===== src/rtl/v68k_bus_pkg.sv =====
// Shared types and constants for the V68k 68000-style bus interface unit.
// Strobes are active-low on the pins; the constants below name pin levels.
package v68k_bus_pkg;

    typedef enum logic [2:0] {
        ST_IDLE = 3'd0,
        ST_S0   = 3'd1,
        ST_S2   = 3'd2,
        ST_S4   = 3'd3,
        ST_WAIT = 3'd4,
        ST_S6   = 3'd5,
        ST_S7   = 3'd6
    } bus_state_e;

    localparam logic DS_ON     = 1'b0;
    localparam logic DS_OFF    = 1'b1;
    localparam logic AS_STROBE = 1'b0;
    localparam logic AS_OFF    = 1'b1;
    localparam logic RW_READ   = 1'b1;
    localparam logic RW_WRITE  = 1'b0;

    localparam int unsigned TIMEOUT_DEFAULT = 64;

    typedef struct packed {
        logic [22:0] addr;
        logic        rw;
        logic        uds;
        logic        lds;
        logic [2:0]  fc;
        logic [15:0] wdata;
    } bus_req_t;

endpackage


===== src/rtl/v68k_sync2.sv =====
// Two-flop synchronizer for asynchronous active-low bus inputs; resets to the
// negated level (1) so a freshly reset controller never sees a phantom DTACK/BERR.
module v68k_sync2 (
    input  logic CLK,
    input  logic RESET,
    input  logic d,
    output logic q
);

    logic meta_q, meta_d;
    logic sync_q, sync_d;

    always_comb begin
        meta_d = d;
        sync_d = meta_q;
    end

    always_ff @(posedge CLK) begin
        if (RESET) begin
            meta_q <= 1'b1;
            sync_q <= 1'b1;
        end else begin
            meta_q <= meta_d;
            sync_q <= sync_d;
        end
    end

    assign q = sync_q;

endmodule


===== src/rtl/v68k_bus_controller.sv =====
// Runs one asynchronous 68000 bus cycle per core request (S0..S7 with DTACK/BERR
// wait states and a DTACK timeout). All bus pins are registered from the next state.
module v68k_bus_controller
    import v68k_bus_pkg::*;
#(
    parameter int unsigned TIMEOUT = TIMEOUT_DEFAULT
) (
    input  logic        CLK,
    input  logic        RESET,
    input  logic        req,
    input  logic [22:0] req_addr,
    input  logic        req_rw,
    input  logic        req_uds,
    input  logic        req_lds,
    input  logic [2:0]  req_fc,
    input  logic [15:0] req_wdata,
    output logic        busy,
    output logic        ack,
    output logic        err,
    output logic [15:0] rdata,
    output logic [22:0] A,
    output logic [2:0]  FC,
    output logic        AS,
    output logic        UDS,
    output logic        LDS,
    output logic        RW,
    output logic [15:0] D_OUT,
    output logic        D_OE,
    input  logic [15:0] D_IN,
    input  logic        DTACK,
    input  logic        BERR
);

    localparam logic [7:0] TO_LAST = 8'(TIMEOUT - 1);

    logic dtack_s, berr_s;

    v68k_sync2 u_sync_dtack (.CLK(CLK), .RESET(RESET), .d(DTACK), .q(dtack_s));
    v68k_sync2 u_sync_berr  (.CLK(CLK), .RESET(RESET), .d(BERR),  .q(berr_s));

    bus_state_e  state_q, state_d;
    bus_req_t    req_q, req_d;
    logic [7:0]  cnt_q, cnt_d;
    logic        term_err;
    logic        is_wr;

    logic [22:0] a_q, a_d;
    logic [2:0]  fc_q, fc_d;
    logic        as_q, as_d;
    logic        uds_q, uds_d;
    logic        lds_q, lds_d;
    logic        rw_q, rw_d;
    logic [15:0] dout_q, dout_d;
    logic        doe_q, doe_d;
    logic        ack_q, ack_d;
    logic        err_q, err_d;
    logic [15:0] rdata_q, rdata_d;

    // Next-state: req is only looked at in IDLE; WAIT priority is BERR, DTACK, timeout.
    always_comb begin
        state_d  = state_q;
        req_d    = req_q;
        cnt_d    = '0;
        term_err = 1'b0;
        case (state_q)
            ST_IDLE: begin
                if (req) begin
                    req_d.addr  = req_addr;
                    req_d.rw    = req_rw;
                    req_d.uds   = req_uds;
                    req_d.lds   = req_lds;
                    req_d.fc    = req_fc;
                    req_d.wdata = req_wdata;
                    state_d     = ST_S0;
                end
            end
            ST_S0:   state_d = ST_S2;
            ST_S2:   state_d = ST_S4;
            ST_S4:   state_d = ST_WAIT;
            ST_WAIT: begin
                cnt_d = cnt_q + 8'd1;
                if (!berr_s) begin
                    state_d  = ST_S7;
                    term_err = 1'b1;
                end else if (!dtack_s) begin
                    state_d = ST_S6;
                end else if (cnt_q == TO_LAST) begin
                    state_d  = ST_S7;
                    term_err = 1'b1;
                end
            end
            ST_S6:   state_d = ST_S7;
            ST_S7:   state_d = ST_IDLE;
            default: state_d = ST_IDLE;
        endcase
    end

    // Pin levels are decoded from the state being entered so they change on the edge.
    always_comb begin
        a_d    = a_q;
        fc_d   = fc_q;
        dout_d = dout_q;
        as_d   = AS_OFF;
        uds_d  = DS_OFF;
        lds_d  = DS_OFF;
        rw_d   = RW_READ;
        doe_d  = 1'b0;
        ack_d  = 1'b0;
        err_d  = 1'b0;
        is_wr  = (req_d.rw == RW_WRITE);
        case (state_d)
            ST_S0: begin
                a_d  = req_d.addr;
                fc_d = req_d.fc;
                rw_d = req_d.rw;
            end
            ST_S2: begin
                rw_d = req_d.rw;
                as_d = AS_STROBE;
                if (is_wr) begin
                    dout_d = req_d.wdata;
                    doe_d  = 1'b1;
                end else begin
                    uds_d = req_d.uds ? DS_ON : DS_OFF;
                    lds_d = req_d.lds ? DS_ON : DS_OFF;
                end
            end
            ST_S4, ST_WAIT, ST_S6: begin
                rw_d  = req_d.rw;
                as_d  = AS_STROBE;
                uds_d = req_d.uds ? DS_ON : DS_OFF;
                lds_d = req_d.lds ? DS_ON : DS_OFF;
                doe_d = is_wr;
            end
            ST_S7: begin
                rw_d  = req_d.rw;
                doe_d = is_wr;
                ack_d = 1'b1;
                err_d = term_err;
            end
            default: ;
        endcase
        rdata_d = (state_q == ST_S6 && req_q.rw == RW_READ) ? D_IN : rdata_q;
    end

    always_ff @(posedge CLK) begin
        if (RESET) begin
            state_q <= ST_IDLE;
            req_q   <= '0;
            cnt_q   <= '0;
            a_q     <= '0;
            fc_q    <= '0;
            as_q    <= AS_OFF;
            uds_q   <= DS_OFF;
            lds_q   <= DS_OFF;
            rw_q    <= RW_READ;
            dout_q  <= '0;
            doe_q   <= 1'b0;
            ack_q   <= 1'b0;
            err_q   <= 1'b0;
            rdata_q <= '0;
        end else begin
            state_q <= state_d;
            req_q   <= req_d;
            cnt_q   <= cnt_d;
            a_q     <= a_d;
            fc_q    <= fc_d;
            as_q    <= as_d;
            uds_q   <= uds_d;
            lds_q   <= lds_d;
            rw_q    <= rw_d;
            dout_q  <= dout_d;
            doe_q   <= doe_d;
            ack_q   <= ack_d;
            err_q   <= err_d;
            rdata_q <= rdata_d;
        end
    end

    assign busy  = (state_q != ST_IDLE);
    assign ack   = ack_q;
    assign err   = err_q;
    assign rdata = rdata_q;
    assign A     = a_q;
    assign FC    = fc_q;
    assign AS    = as_q;
    assign UDS   = uds_q;
    assign LDS   = lds_q;
    assign RW    = rw_q;
    assign D_OUT = dout_q;
    assign D_OE  = doe_q;

endmodule


===== config.mk =====
export PLATFORM = sky130hd
export DESIGN_NAME = v68k_bus_controller
export DESIGN_NICKNAME = d
export VERILOG_FILES = /design/src/rtl/v68k_bus_pkg.sv /design/src/rtl/v68k_sync2.sv /design/src/rtl/v68k_bus_controller.sv
export SDC_FILE = /design/constraint.sdc
export NUM_CORES = 1
export LEC_CHECK = 0
export CELL_PAD_IN_SITES_DETAIL_PLACEMENT = 0
export CELL_PAD_IN_SITES_GLOBAL_PLACEMENT = 1
export CORE_AREA = 2 2 93 95
export CTS_CLUSTER_DIAMETER = 80
export DETAILED_ROUTE_END_ITERATION = 10
export DIE_AREA = 0 0 95 97
export DONT_BUFFER_PORTS = 1
export PLACE_DENSITY = 0.76
export SYNTH_ARGS = -nofsm -noshare
export SYNTH_HDL_FRONTEND = slang
export SYNTH_SLANG_ARGS = --single-unit
export TNS_END_PERCENT = 50

===== constraint.sdc =====
create_clock -name CLK -period 3.4 [get_ports CLK]
set_input_delay 0.85 -clock CLK [delete_from_list [all_inputs] [get_ports CLK]]
set_output_delay 0.85 -clock CLK [all_outputs]
set_load 0.05 [all_outputs]

==> flow_metrics.tcl, run 1 <==
set metrics [dict create \
    status "completed" \
    wirelength_um 7220 \
    postSynth.asyncResetShare_pct 0 \
    yosysMostFrequentCell "dfxtp_1" \
    critPathBufInv 0 \
    die_y_um 97 \
    syn-cell-area_um2 3590 \
    port-buffer-count 0 \
    worst_slew_pin_slew_ps 625 \
    hpwlAfterDp_um 4840 \
    post_route_cells_drive_above_1_share_pct 10.7 \
    finalMaxSlewViolations 0 \
    initialDrtViolationCount 104 \
    syn_nets 465 \
    grt.total_usage_pct 15.7 \
    synth_enable_flop_cells 0 \
    cellPowerDensity_nw_per_um2 671 \
    met1_length_um 3100 \
    dieWidth_um 95 \
    clkTransAtPathRegs_ps 90 \
    hold_viol_final 0 \
    yosysSeqAreaShare_pct 55.2 \
    grt_max_degree 89 \
    numCtsBuffers 9 \
    worstPathRequired_ps 2550 \
    critPathArrivalTime_ps 1420 \
    path_class "reg -> out" \
    rsz0062_at_grt "no" \
    ys_types 35 \
    grt_pass1_wl_um 11400 \
    top_layer_used "met4" \
    grt-ovfl-total 0 \
    gp_congestion 0.820 \
    dieArea_um2 9220 \
    crit_fanout 10 \
    yosys.area.top_type_share_pct 55.2 \
    clockBufferDepth 2 \
    antenna_left 0 \
    grt_pass1_vias 2337 \
    p_sw_uw 735 \
    fmax_ghz 0.440 \
    p_sw_share_pct 28.5 \
    syn_inst 398 \
    antenna_found_initial 0 \
    wl_met3_um 686 \
    cts_resized 0 \
    synth.ff_latch_count 99 \
    combPwrFrac_pct 8.4 \
    worst_setup_path_end_kind "primary output" \
    vias 2496 \
    crit_path_max_incr_delay_ps 640 \
    yosys-top-cells-count "99 x dfxtp_1, 98 x nand2_1, 51 x a21oi_1" \
    cpLargestDelayFamily "simple AND/OR/NAND/NOR gates" \
    synth_ff_type "dfxtp_1" \
    htree_levels 3 \
    r2r_slack_ps 1270 \
    p_leak_uw 0.00138 \
    core-area_um2 8130 \
    area_growth_pct 7.08 \
    clkLatencyLatePin_ps 350 \
    intPower_uw 1840 \
    post_cts_buffers 0 \
    place_area_um2 3590 \
    synth-warning-count 0 \
    ys_top_cells_by_area "dfxtp_1 55%, nand2_1 10%, a21oi_1 7.1%, nor2_1 4.7%, a211oi_2 4.5%" \
    diodes 0 \
    cts_tree "done" \
    power.total_uw 2580 \
    cap_viol_max_count 0 \
    nets 447 \
    startpoint_type "flop" \
    synth.avg_cell_area_um2 9.02 \
    rows 33 \
    layout_min_cycle_time_ps 2270 \
    synth_top_area_cell "dfxtp_1" \
    setup_violations 0 \
    fin_setup_tns_ps 0 \
    ctsHoldBuffers 0 \
    clock-sinks 99 \
    max-vdd-ir-drop_uv 395 \
    path_cells "or3_1" \
    dr.pass1.iters 4 \
    skew_ps 6.23 \
    cts_root_buf "clkbuf_8" \
    postLayoutCellArea_um2 3840 \
    slew_headroom_pct 58.2 \
    met2_length_um 3240 \
    p_seq_share_pct 56.5 \
    post-route-period-util_pct 66.8 \
    initial_core_util_pct 44.1 \
    slowest_stage "or3_1" \
    drc 0 \
    num_io_pins 132 \
    avgViaCountPerCell 5.10 \
    clockPowerShare_pct 35.1 \
    min_path_type "reg -> reg" \
    wl_per_cell_um 14.8 \
    fillers 788 \
]
==> through the flow <==
step                utilization (%)  hold WS (ps)  setup slack, ps  std cells
floorplan                         -           389             1440        398
global placement               44.2           404             1250        474
detailed placement             44.2           396             1210        474
CTS                            47.3           420             1110        489
global route                   47.3           425             1040        489
finish                         47.3           417             1130        489
==> kinds of logic after synthesis <==
family / Yosys count / share of synthesized area [%]
AO/OA/AOI/OAI: 72 / 13.7
XOR/XNOR: 5 / 1.22
adder cells (fa/ha/maj): 1 / 0.348
buffers and inverters: 32 / 4.39
flip-flops: 99 / 55.2
multiplexers: 16 / 4.46
AND/OR/NAND/NOR: 173 / 20.6
==> flip-flops by register name, summed over array words and instances, names as in the netlist, 3 cells and up <==
register  count
D_OUT        16
cnt_q         8
state_q       3
FC            3
rdata        16
req_q        19
A            23
==> cells in the final DEF, fill, tap and decap left out, drive strengths merged, types with 2 or more instances in the layout <==
| master | Yosys | layout |
|---|---|---|
| dfxtp | 99 | 99 |
| nand2 | 98 | 98 |
| a21oi | 51 | 51 |
| nor2 | 48 | 48 |
| mux2i | 16 | 16 |
| a211oi | 16 | 16 |
| clkbuf | 20 | 11 |
| or2 | 5 | 5 |
| xor2 | 4 | 4 |
| or3 | 3 | 3 |
| nand4 | 3 | 3 |
| and3 | 3 | 3 |
| bufinv | 0 | 3 |
| buf | 12 | 3 |
| and2 | 2 | 2 |
| nand3 | 2 | 2 |
==> power groups by stage <==
stage               clock network [uW]  logic [uW]  registers, uW
floorplan                            0         221           1460
global placement                     0         213           1490
detailed placement                   0         221           1490
CTS                                939         221           1460
global route                       986         247           1470
finish                             905         216           1460
==> metal layers <==
layer / vias up / global-route usage (%)
met5: - / 0
met4: 0 / 8.03
met3: 15 / 7.40
met2: 76 / 23.0
met1: 1132 / 19.1
li1: 1273 / -
==> cell type report <==
type / instances / area, um^2 / area share, %
tap: 105 / 131 / 3.42
clock buffer: 11 / 151 / 3.94
multi-input combinational: 267 / 1460 / 38.0
clock inverter: 4 / 97.6 / 2.54
timing repair buffer: 3 / 22.5 / 0.586
sequential: 99 / 1980 / 51.6
==> path summary, 6_finish.rpt <==
path,start,depth (start not counted),endpoint
min,u_sync_berr.meta_q,1,u_sync_berr.q
min reg2reg,u_sync_berr.meta_q,1,u_sync_berr.q
max reg2reg,cnt_q[1],7,D_OUT[1]
max,state_q[2],1,busy
Power figures use the tool's default switching activity.
==> run 2: changes to the inputs <==
--- a/config.mk
+++ b/config.mk
@@ -7,12 +7,12 @@
 export LEC_CHECK = 0
 export CELL_PAD_IN_SITES_DETAIL_PLACEMENT = 0
 export CELL_PAD_IN_SITES_GLOBAL_PLACEMENT = 1
-export CORE_AREA = 2 2 93 95
+export CORE_AREA = 2 2 94 96
 export CTS_CLUSTER_DIAMETER = 80
 export DETAILED_ROUTE_END_ITERATION = 10
-export DIE_AREA = 0 0 95 97
+export DIE_AREA = 0 0 96 98
 export DONT_BUFFER_PORTS = 1
-export PLACE_DENSITY = 0.76
+export PLACE_DENSITY = 0.74
 export SYNTH_ARGS = -nofsm -noshare
 export SYNTH_HDL_FRONTEND = slang
 export SYNTH_SLANG_ARGS = --single-unit
==> constraint.sdc (replaced) <==
create_clock -name CLK -period 2.3 [get_ports CLK]
set_input_delay 0.575 -clock CLK [delete_from_list [all_inputs] [get_ports CLK]]
set_output_delay 0.575 -clock CLK [all_outputs]
set_load 0.05 [all_outputs]
==> flow_metrics.tcl, run 2 (synthesis results as in run 1) <==
set metrics [dict create \
    status "completed" \
    r2r_slack_ps 270 \
    port-buffer-count 0 \
    clock-sinks 99 \
    postLayoutCellArea_um2 3820 \
    avgViaCountPerCell 5.12 \
    cts_resized 0 \
    antenna_left 0 \
    r2r-start "cnt_q[0]" \
    post_cts_buffers 0 \
    worst_slew_pin_slew_ps 620 \
    whs_ps 282 \
    skew_ps 9.72 \
    cts_root_buf "clkbuf_8" \
    antenna_found_initial 0 \
    grt_pass1_vias 2302 \
    min_to "D_OUT[11]" \
    worst_setup_path_end_kind "flop" \
    hpwlAfterDp_um 4980 \
    core-area_um2 8470 \
    wirelength_um 7470 \
    gp_congestion 0.769 \
    cellPowerDensity_nw_per_um2 945 \
    grt-ovfl-total 0 \
    timing.rr.end "D_OUT[8]" \
    fin_setup_tns_ps 0 \
    grt_max_degree 89 \
    cts_tree "done" \
    die_y_um 98 \
    area_growth_pct 6.41 \
    rows 34 \
    clkLatencyLatePin_ps 350 \
    num_io_pins 132 \
    place_area_um2 3620 \
    layout_commonest_cell "dfxtp_1" \
    finalMaxSlewViolations 0 \
    dr.pass1.iters 4 \
    clkTransAtPathRegs_ps 90 \
    dieArea_um2 9410 \
    post_route_cells_drive_above_1_share_pct 10.9 \
    worstRegToRegCells 7 \
    cap_viol_max_count 0 \
    hold_depth 1 \
    setup_violations 0 \
    layout_min_cycle_time_ps 2030 \
    hold_viol_final 0 \
    numCtsBuffers 9 \
    crit_fanout 33 \
    dpl_worst_slack_ps 305 \
    worstPathRequired_ps 2580 \
    final_cell_mix "99 x dfxtp_1, 98 x nand2_1, 51 x a21oi_1, 45 x nor2_1, 16 x mux2i_1" \
    grt.total_usage_pct 15.9 \
    p_leak_uw 0.00137 \
    startpoint_type "flop" \
    max-vdd-ir-drop_uv 422 \
    fmax_ghz 0.492 \
    diodes 0 \
    nets 448 \
    fillers 848 \
    largest_register_ffs 23 \
    vias 2528 \
    ctsHoldBuffers 0 \
    initial_core_util_pct 42.4 \
    min_path_type "in -> reg" \
    rsz0062_at_grt "no" \
    grt_pass1_wl_um 11700 \
    initialDrtViolationCount 114 \
    post-route-period-util_pct 88.3 \
    slew_headroom_pct 58.5 \
    drc 0 \
    critPathArrivalTime_ps 2310 \
    clockBufferDepth 2 \
    min_from "RESET" \
    setup_slack_ps 269 \
    htree_levels 3 \
    dieWidth_um 96 \
    path_class "reg -> reg" \
    power.total_uw 3610 \
    wl_per_cell_um 15.1 \
]
==> run 2: layout make-up <==
| cell class | instances | area, um^2 | share of cell area, % |
|---|---|---|---|
| Tap cell | 108 | 135 | 3.54 |
| Timing Repair Buffer | 4 | 42.5 | 1.11 |
| Multi-Input combinational cell | 267 | 1460 | 38.2 |
| Clock buffer | 11 | 141 | 3.70 |
| Sequential cell | 99 | 1980 | 51.9 |
| Clock inverter | 5 | 60.1 | 1.57 |
==> run 2: where the power goes <==
group / total, uW / switching (uW) / internal (uW)
registers: 2150 / 331 / 1820
clock network: 1130 / 589 / 538
logic: 332 / 199 / 134
total: 3610 / 1120 / 2490
==> run 2: per-layer routing <==
| layer | global-route usage [%] | routed length (um) | up-vias |
|---|---|---|---|
| li1 | - | - | 1272 |
| met1 | 20.4 | 3190 | 1177 |
| met2 | 24.6 | 3600 | 72 |
| met3 | 6.17 | 598 | 7 |
| met4 | 4.95 | 82 | 0 |
| met5 | 0 | 0 | - |
==> run 2: worst max-delay path by stage <==
| stage | startpoint | endpoint | slack [ps] | cells after the start |
|---|---|---|---|---|
| global route | cnt_q[0] | D_OUT[8] | 80 | 7 |
| global placement | cnt_q[0] | D_OUT[0] | 400 | 7 |
| floorplan | cnt_q[0] | D_OUT[12] | 510 | 7 |
| finish | cnt_q[0] | D_OUT[8] | 270 | 7 |
| detailed placement | cnt_q[0] | D_OUT[8] | 310 | 7 |
| CTS | cnt_q[0] | D_OUT[8] | 260 | 7 |
==> run 2: stage by stage <==
stage / cells / util [%]
after global placement: 478 / 42.7
after global routing: 494 / 45.1
after floorplan: 398 / -
final: 494 / 45.1
after detailed placement: 478 / 42.7
after CTS: 494 / 45.1
==> run 2: worst max-delay path, stage by stage, from the launching register on <==
cell and delay [ps]:
dfxtp_1 380, ha_1 240, nor4bb_1 320, nand4_1 230, a22oi_4 260, buf_12 220, nor2_1 80, a211oi_2 200
==> run 3: changes to the inputs <==
--- a/config.mk
+++ b/config.mk
@@ -8,7 +8,6 @@
 export CELL_PAD_IN_SITES_DETAIL_PLACEMENT = 0
 export CELL_PAD_IN_SITES_GLOBAL_PLACEMENT = 1
 export CORE_AREA = 2 2 94 96
-export CTS_CLUSTER_DIAMETER = 80
 export DETAILED_ROUTE_END_ITERATION = 10
 export DIE_AREA = 0 0 96 98
 export DONT_BUFFER_PORTS = 1
==> constraint.sdc (replaced) <==
create_clock -name CLK -period 2.3 [get_ports CLK]
set_input_delay 0.345 -clock CLK [delete_from_list [all_inputs] [get_ports CLK]]
set_output_delay 0.345 -clock CLK [all_outputs]
set_load 0.05 [all_outputs]
==> flow_metrics.tcl, run 3 (synthesis results as in run 1) <==
set metrics [dict create \
    status "completed" \
    hold_depth 1 \
    worstRegToRegCells 7 \
    grt_pass1_wl_um 11900 \
    cpLargestDelayFamily "simple AND/OR/NAND/NOR gates" \
    post-route-period-util_pct 86.2 \
    area_growth_pct 6.76 \
    critPathArrivalTime_ps 2240 \
    crit_fanout 33 \
    port-buffer-count 0 \
    seq_area_um2 1980 \
    initial_core_util_pct 42.4 \
    layout_commonest_cell "dfxtp_1" \
    layout_min_cycle_time_ps 1980 \
    nets 448 \
    power.total_uw 3650 \
    cts_root_buf "clkbuf_8" \
    rsz0062_at_grt "no" \
    clockBufferDepth 2 \
    antenna_found_initial 0 \
    finalMaxSlewViolations 0 \
    dieArea_um2 9410 \
    wl_per_cell_um 15.0 \
    diodes 0 \
    grt_pass1_vias 2442 \
    grt.total_usage_pct 16.1 \
    vias 2503 \
    path_cells "ha_1, nor4bb_1, nand4_1, a22oi_4, buf_12, nor2_1, a211oi_1" \
    final_cell_mix "99 x dfxtp_1, 98 x nand2_1, 51 x a21oi_1, 45 x nor2_1, 16 x mux2i_1" \
    post_route_cells_drive_above_1_share_pct 10.9 \
    grt_max_degree 89 \
    post_cts_buffers 0 \
    hold_viol_final 0 \
    slew_headroom_pct 58.6 \
    crit_path_max_incr_delay_ps 380 \
    critPathBufInv 1 \
    max-vdd-ir-drop_uv 404 \
    grt-ovfl-total 0 \
    multi_input_area_um2 1460 \
    wirelength_um 7400 \
    worst_setup_path_end_kind "flop" \
    clkTransAtPathRegs_ps 90 \
    worstPathRequired_ps 2560 \
    clock-sinks 99 \
    htree_levels 3 \
    slowest_stage "dfxtp_1" \
    hpwlAfterDp_um 4990 \
    place_area_um2 3620 \
    utilization_pct 45.3 \
    path_class "reg -> reg" \
    cellPowerDensity_nw_per_um2 953 \
    drc 0 \
    min_path_type "in -> reg" \
    avgViaCountPerCell 5.07 \
    setup_slack_ps 317 \
    dieWidth_um 96 \
    ctsHoldBuffers 0 \
    worst_slew_pin_slew_ps 619 \
    largest_register_ffs 23 \
    num_io_pins 132 \
    dpl_worst_slack_ps 290 \
    cts_tree "done" \
    initialDrtViolationCount 110 \
    cap_viol_max_count 0 \
    fillers 841 \
    startpoint_type "flop" \
    skew_ps 7.48 \
    p_leak_uw 0.00137 \
    fin_setup_tns_ps 0 \
    clkLatencyLatePin_ps 340 \
    gp_congestion 0.762 \
    numCtsBuffers 9 \
    cts_resized 0 \
    postLayoutCellArea_um2 3830 \
    cp.depth 7 \
    rows 34 \
    antenna_left 0 \
    dr.pass1.iters 4 \
    fmax_ghz 0.504 \
    setup_violations 0 \
    die_y_um 98 \
    core-area_um2 8470 \
]
==> run 3: cell types whose count changed in the layout (fill, tap and decap cells not counted), sizes merged <==
cell / previous run / this run
clkbuf: 11 / 13
clkinvlp: 1 / 2
inv: 1 / 0
clkinv: 2 / 0
==> run 3: layout make-up <==
cell class | count | area share [%]
sequential | 99 | 51.7
multi-input combinational | 267 | 38.1
clock buffer | 13 | 4.41
tap | 108 | 3.53
clock inverter | 3 | 1.18
timing repair buffer | 4 | 1.11
==> run 3: worst reg2reg max path, cell delays in order, from the launching register on <==
cell and delay (ps):
dfxtp_1 380, ha_1 240, nor4bb_1 290, nand4_1 210
a22oi_4 250, buf_12 220, nor2_1 70, a211oi_1 240
==> run 3: path summary, 6_finish.rpt <==
path / startpoint / end / slack (ps)
max: cnt_q[0] / D_OUT[1] / 320
min: RESET / D_OUT[14] / 60
max reg2reg: cnt_q[0] / D_OUT[1] / 320
min reg2reg: u_sync_berr.meta_q / u_sync_berr.q / 420
==> run 3: per-layer routing <==
metal | track usage [%] | share of wire [%] | vias up
met2 | 25.4 | 48 | 71
met3 | 6.64 | 8.2 | 7
met4 | 4.29 | 1.0 | 0
li1 | - | - | 1273
met1 | 20.4 | 43 | 1152
met5 | 0 | 0 | -
==> run 3: stage by stage <==
| step | hold slack [ps] | cells |
|---|---|---|
| 4_1_cts | 37.5 | 494 |
| 3_5_place_dp | 399 | 478 |
| 2_1_floorplan | 389 | 398 |
| 3_3_place_gp | 395 | 478 |
| 5_1_grt | 28.8 | 494 |
| 6_report | 59.0 | 494 |
==> run 3: report_power, final <==
group	leakage (uW)	internal, uW	total, uW	switching, uW
clock network	0.000102	594	1170	574
logic	0.000461	134	332	198
registers	0.000808	1820	2150	330
total	0.00137	2550	3650	1100
